==> config.mk <==
export PLATFORM = sky130hd
export DESIGN_NAME = t5_fetch
export DESIGN_NICKNAME = d
export VERILOG_FILES = /design/src/rtl/t5_fetch.sv
export SDC_FILE = /design/constraint.sdc
export NUM_CORES = 1
export LEC_CHECK = 0
export ABC_AREA = 1
export BUFFER_PORTS_ARGS = -buffer_cell sky130_fd_sc_hd__buf_2
export CAP_MARGIN = 20
export CELL_PAD_IN_SITES_DETAIL_PLACEMENT = 0
export CELL_PAD_IN_SITES_GLOBAL_PLACEMENT = 1
export CORE_MARGIN = 2
export CORE_UTILIZATION = 45
export DETAILED_ROUTE_END_ITERATION = 16
export PLACE_DENSITY_LB_ADDON = 0.05
export SLEW_MARGIN = 40
export SYNTH_ARGS = -nofsm -noshare
export SYNTH_HDL_FRONTEND = slang
export SYNTH_SLANG_ARGS = --single-unit
export TNS_END_PERCENT = 1
==> constraint.sdc <==
create_clock -name clk -period 8.7 [get_ports clk]
set_input_delay 1.305 -clock clk [delete_from_list [all_inputs] [get_ports clk]]
set_output_delay 1.305 -clock clk [all_outputs]
set_load 0.01 [all_outputs]
==> src/rtl/t5_fetch.sv <==
// t5_fetch: barrel-threaded instruction fetch unit.
//
// Keeps one program counter per hart. It issues one fetch per cycle in strict
// round-robin hart order and registers the fetched word for decode. Branch
// redirects from execute are applied per hart. A redirect that targets the hart
// owning the current slot bypasses straight onto the fetch address.
//
// Parameters:
//   XLEN   data/address width
//   NHART  hart count (power of two, 2..8)
//   HW     hart id width
//   RESET  reset byte address of every hart (bits [1:0] ignored)
//
// Ports:
//   clk, rst        clock, synchronous active-high reset
//   hmask           per-hart slot enable (only with T5_HART_MASK_EN)
//   ena             pipeline advance; low freezes all state
//   iadr, istb      fetch word address and request (combinational)
//   iack, idat      memory accept and instruction word (same cycle)
//   inst, pc, hid   registered instruction, its byte address and hart id
//   dval            inst/pc/hid valid
//   bra, bhid, alu  branch redirect strobe, target hart, target word address
//
// Optional feature macro: T5_HART_MASK_EN adds the hmask input. Masked slots
// are skipped but still consume their cycle, so slot timing stays fixed.
//
// Bus handshake: a fetch is transferred on a rising edge where istb && iack.
// The request carries no data from memory. When istb is high and iack is low,
// the same hart is requested again next cycle. iadr is held unless a bypassing
// branch arrives.

module t5_fetch #(
    parameter int              XLEN  = 32,
    parameter int              NHART = 4,
    parameter int              HW    = $clog2(NHART),
    parameter logic [XLEN-1:0] RESET = 32'h0
) (
    input  logic            clk,
    input  logic            rst,
`ifdef T5_HART_MASK_EN
    input  logic [NHART-1:0] hmask,
`endif
    input  logic            ena,
    output logic [XLEN-1:2] iadr,
    output logic            istb,
    input  logic            iack,
    input  logic [XLEN-1:0] idat,
    output logic [XLEN-1:0] inst,
    output logic [XLEN-1:0] pc,
    output logic [HW-1:0]   hid,
    output logic            dval,
    input  logic            bra,
    input  logic [HW-1:0]   bhid,
    input  logic [XLEN-1:2] alu
);

    logic [XLEN-1:2] pcf [NHART];
    logic [HW-1:0]   ptr;
    logic            slot_active;
    logic            bypass;
    logic            accept;

`ifdef T5_HART_MASK_EN
    assign slot_active = hmask[ptr];
`else
    assign slot_active = 1'b1;
`endif

    // A redirect for the hart that owns this slot must be used by this fetch.
    // pcf[ptr] still holds the stale path.
    assign bypass = bra && (bhid == ptr);
    assign iadr   = bypass ? alu : pcf[ptr];
    assign istb   = ena && !rst && slot_active;
    assign accept = istb && iack;

    always_ff @(posedge clk) begin
        if (rst) begin
            for (int i = 0; i < NHART; i++) begin
                pcf[i] <= RESET[XLEN-1:2];
            end
            ptr  <= '0;
            inst <= '0;
            pc   <= '0;
            hid  <= '0;
            dval <= 1'b0;
        end else if (ena) begin
            // The branch write comes first. When the same hart's fetch is
            // accepted, the increment below writes the same entry as alu+1
            // (iadr already equals alu), so the branch still wins.
            if (bra) begin
                pcf[bhid] <= alu;
            end

            if (accept) begin
                inst     <= idat;
                pc       <= {iadr, 2'b00};
                hid      <= ptr;
                dval     <= 1'b1;
                pcf[ptr] <= iadr + (XLEN-2)'(1);
                ptr      <= ptr + HW'(1);
            end else begin
                dval <= 1'b0;
                // A stalled slot retries the same hart. A masked slot is
                // passed over.
                if (!slot_active) begin
                    ptr <= ptr + HW'(1);
                end
            end
        end
    end

endmodule

* Yosys cells after proc, flatten, opt, wreduce, memory -nomap -nowiden
Memory sizes are Yosys's and may differ from the RTL's. A register that Yosys moved wholly into a read port is not among the register bits.
Cells that the tools add are included.
W data, S select, Z words.
** Operators by class
- Eq/ne operators :: 1
- Add/sub/neg operators :: 2
- Reductions and logical operators :: 7
- Multiplexer cells :: 19
** Operator list (number)
- $mux W30 :: 3
- $reduce_or A30 Y1 :: 2
- $add A30 B1 Y30 const B :: 1
- $mux W1 :: 12
- $mux W2 :: 4
- $logic_and A1 B1 Y1 :: 3
- $add A2 B1 Y2 const B :: 1
- $eq A2 B2 Y1 :: 1
- $reduce_and A2 Y1 :: 1
- $logic_not A1 Y1 :: 1
** Word-level totals
- Bits in registers :: 67
- Memory bits (writable) :: 120
- Memories :: 1
- Word-level logic and storage cells :: 35
- Output and inout bits :: 98
** Memory list
- pcf :: depth 4, width 30, rd ports 1, clocked after Yosys merged registers in 1, wr ports 4, RTL line 57 : logic [XLEN-1:2] pcf [NHART];

* Depth between registers and ports, before layout
- Depth after elaboration :: 9
- Depth in mapped cells :: 18

* Worst setup path before layout
OpenSTA, ideal clock, no wires.
- Kind :: input-to-reg
- Start :: input port bhid[0]
- End :: memory pcf[3][0] (netlist bit), enable pin
- Required time :: 8.178 ns
- Arrival :: 4.931 ns
- Setup time :: 0.522 ns
- Slack :: 3.247 ns
- Stages on the path :: 2
- Path buffers :: 0
- Cell sequence :: inv_1 -> o311ai_0
** RTL lines
- start, declared :: RTL line 53 : input logic [HW-1:0] bhid,
- end, declared :: RTL line 57

==> flow_summary.rst <==
.. list-table::
   :header-rows: 1

   * - Metric
     - Value
   * - Site Rows
     - 56
   * - Number of global-route vias before repair
     - 9828
   * - Cell area after placement
     - 11800 um^2
   * - Cell taking the most area after synthesis
     - sky130_fd_sc_hd__edfxtp_1
   * - Final number of max-transition violations
     - 0
   * - Synthesized netlist cell count
     - 1478
   * - Buffers plus inverters on the worst setup path
     - 5
   * - Leading cell types by total area after synthesis
     - sky130_fd_sc_hd__edfxtp_1 (33%), sky130_fd_sc_hd__nand2_1 (17%), sky130_fd_sc_hd__nand3_1 (15%), sky130_fd_sc_hd__dfxtp_1 (13%), sky130_fd_sc_hd__inv_1 (5.5%)
   * - Ys flop type
     - sky130_fd_sc_hd__edfxtp_1
   * - Slew HR
     - 43.9%
   * - Smallest setup slack after layout
     - 4.18 ns
   * - Post-synthesis sequential element count
     - 189
   * - Max stage delay cell, worst path
     - sky130_fd_sc_hd__inv_2
   * - Diode count
     - 0
   * - Worst endpoint required time
     - 7.39 ns
   * - Via count
     - 10306
   * - Setup Total Neg Slack
     - 0 ns
   * - Sequential cell area in the final layout
     - 4990 um^2
   * - Sequential cell area fraction in the yosys report
     - 46.0%
   * - Io pins
     - 167
   * - Grt total ovfl
     - 0
   * - Final setup vio count
     - 0
   * - Type of the setup path with the least slack
     - reg -> out
   * - Result of the run
     - finished, final reports clean
   * - Global placement routability congestion
     - 0.797
   * - Placement Setup Slack
     - 4.28 ns
   * - Cell at the root of the clock tree
     - sky130_fd_sc_hd__clkbuf_16
   * - Area overhead of the layout relative to synthesis
     - 15.1%
   * - Pin count of the biggest net entering global routing
     - 89
   * - Worst min path class
     - reg -> reg
   * - Number of hold violations in the final report
     - 0
   * - CP cell instances
     - buf_4, inv_2, buf_4, o21ai_0, o22ai_1, inv_1, o21ai_0, buf_2
   * - Placeable Area
     - 23500 um^2
   * - Fin crit period
     - 4.52 ns
   * - Clock latency reported for the late side of the worst-skew pair
     - 0.45 ns
   * - Fin Hold WS
     - 0.463 ns
   * - Netlist area before placement
     - 10800 um^2
   * - Detail-routed net length per standard cell
     - 18.3 um
   * - Maximum clock rate
     - 221 MHz
   * - Switching fraction of total power
     - 32.8%
   * - Synth async-reset ratio
     - 0%
   * - Remaining routing DRC violations
     - 0
   * - Reported net switching power
     - 0.747 mW
   * - Areal power density over the cells
     - 182 nW/um^2
   * - Post-synthesis average cell area
     - 7.33 um^2
   * - Die Ht
     - 159 um
   * - Maximum root-to-sink buffer count
     - 2
   * - Total clock buffers created by CTS
     - 17
   * - Maximum single-stage delay on the critical path
     - 0.62 ns
   * - Design internal power
     - 1.53 mW
   * - Antenna Violating Nets Remaining
     - 0
   * - Leakage power
     - 6.02 nW
   * - Fraction of post-synthesis cell area in the top cell type by area
     - 33.3%
   * - Count of warnings emitted by yosys
     - 0
   * - Number of post-CTS setup repair buffers
     - 0
   * - Post-route cell area
     - 12500 um^2
   * - Post-cts sizing count
     - 0
   * - Post-route fraction of the period consumed by the critical path
     - 52.0%
   * - Clock transition at the register clock pins on the worst setup and hold paths after CTS
     - 0.09 ns
   * - Clock skew after layout
     - 0.0130 ns
   * - First-pass GRT wire length
     - 55500 um
   * - Count of input and output buffers
     - 164
   * - Cell variety after synth
     - 33
   * - Final Net Count
     - 1670
   * - Placed wire-length estimate after detailed placement
     - 21600 um
   * - Sequential Power Share
     - 45.0%
   * - Peak VDD IR
     - 0.000116 V
   * - First-iteration detailed-routing DRC count
     - 933
   * - Data arrival at the endpoint of the critical path
     - 3.22 ns
   * - Die width
     - 159 um
   * - Count of TritonRoute iterations in the first routing pass
     - 6
   * - Initial antenna violation count
     - 1
   * - Number of inserted filler cells in the final layout
     - 2369
   * - Endpoint kind of the worst setup timing path
     - output pin
   * - Combined global-route utilization of all metal layers
     - 28.1%
   * - Unrepaired setup endpoints after global routing
     - false
   * - Hold buffer count at CTS
     - 0
   * - Number of enable flip-flop cells after synthesis
     - 120
   * - Proportion of layout cells with a drive suffix above 1
     - 18.8%
   * - Slew at the pin closest to its max-slew limit
     - 0.841 ns
   * - Power share of the combinational group
     - 17.6%
   * - CTS tree
     - done
   * - Die area
     - 25300 um^2
   * - Kind of launch point of the worst setup path
     - flop
   * - Power share of the clock group
     - 37.4%
   * - Clock tree sinks
     - 189
   * - Effective utilization at floorplan
     - 46.0%
   * - Total area of multi-input combinational cells
     - 4820 um^2
   * - Routed wire length
     - 35300 um
   * - Maximum fanout along the worst path
     - 64
   * - Cell type group with the largest total delay on the critical path
     - buffers and inverters
   * - Number of levels in the clock H-tree
     - 4
   * - Total of max-cap violations
     - 0
   * - Drt via density
     - 5.35
[area by class of cell]
type,instances,share of cell area [%]
clock inverters,15,1.74
multi-input cells,1032,38.7
flip-flops and latches,189,40.0
well taps,319,3.20
repair buffers,182,7.70
inverters,174,5.25
clock buffers,17,3.41
[power groups by stage]
stage	combinational [mW]	clock, mW	sequential (mW)
floorplan	0.239	0	1.05
global placement	0.396	0	1.04
detailed placement	0.398	0	1.04
CTS	0.399	0.860	1.02
global route	0.443	0.899	1.03
finish	0.400	0.851	1.02
[logic make-up (layout without fill, tap and decap cells)]
logic type / count (synthesis) / count (layout) / synth area share (%)
compound gates: 111 / 111 / 5.42
xor+xnor: 5 / 5 / 0.404
fa+ha+maj: 5 / 5 / 0.578
buf+inv: 258 / 388 / 9.87
flops: 189 / 189 / 46.0
other cells: 1 / 2 / 0.0346
simple gates: 909 / 909 / 37.7
[final timing paths]
path	slack [ns]	cells after the start	end	startpoint
worst max register to register	4.84	15	pcf[0][28]	flop
worst max-delay path	4.18	8	iadr[31]	flop
worst min register to register	0.46	2	inst[6]	inst[6]
worst min-delay path	0.46	2	inst[6]	inst[6]
[per-layer routing]
metal | global-route usage [%] | vias to the layer above | share of wire [%]
met2 | 45.7 | 464 | 46
li1 | - | 5049 | -
met5 | 0 | - | 0
met1 | 39.1 | 4753 | 44
met4 | 7.56 | 0 | 1.4
met3 | 4.51 | 40 | 8.4
[worst register-to-register path: stages (launching register included)]
cell and delay, ns:
sky130_fd_sc_hd__dfxtp_2 0.32, sky130_fd_sc_hd__buf_4 0.65, sky130_fd_sc_hd__inv_2 0.55, sky130_fd_sc_hd__nand2_1 0.16, sky130_fd_sc_hd__nand3_1 0.09, sky130_fd_sc_hd__nand2_1 0.10
sky130_fd_sc_hd__nand2_1 0.08, sky130_fd_sc_hd__nand2_1 0.20, sky130_fd_sc_hd__ha_1 0.21, sky130_fd_sc_hd__nand3_1 0.16, sky130_fd_sc_hd__nor2_4 0.16, sky130_fd_sc_hd__nand2_2 0.15
sky130_fd_sc_hd__nor2_1 0.37, sky130_fd_sc_hd__nand3_1 0.21, sky130_fd_sc_hd__nand3_1 0.13, sky130_fd_sc_hd__nand2_1 0.08
[layout by cell type, fill, tap and decap left out, drive strengths merged]
cell type  Yosys  final
nand3b         3      3
inv          170    181
o21ai         94     94
ha             5      5
nand3        326    326
edfxtp       120    120
conb           1      2
o311ai         1      1
a21oi          3      3
nor2          61     61
nand2        517    517
dfxtp         69     69
xor2           4      4
clkinv         4      8
a31oi          5      5
xnor2          1      1
o22ai          8      8
buf           42    182
nand4          2      2
clkbuf        42     17
[flip-flops by register name, indices dropped and copies added (netlist names), named ones only]
name	count
hid	2
pc	30
pcf	120
inst	32
dval	1
ptr	2
[metrics by stage]
step / power [mW] / instances / util [%]
2_1_floorplan: 1.29 / 1479 / -
3_3_place_gp: 1.44 / 1896 / 50.1
3_5_place_dp: 1.44 / 1896 / 50.2
4_1_cts: 2.28 / 1928 / 52.9
5_1_grt: 2.37 / 1928 / 52.9
6_report: 2.27 / 1928 / 52.9
[cell usage after synthesis, drive strengths merged, types with 2 or more instances]
cell type / n
a31oi: 5
nor2: 61
nand3b: 3
inv: 170
clkinv: 4
clkbuf: 42
nand4: 2
buf: 42
ha: 5
dfxtp: 69
nand3: 326
xor2: 4
a21oi: 3
o22ai: 8
nand2: 517
o21ai: 94
edfxtp: 120
(Power assumes the default switching activity.)
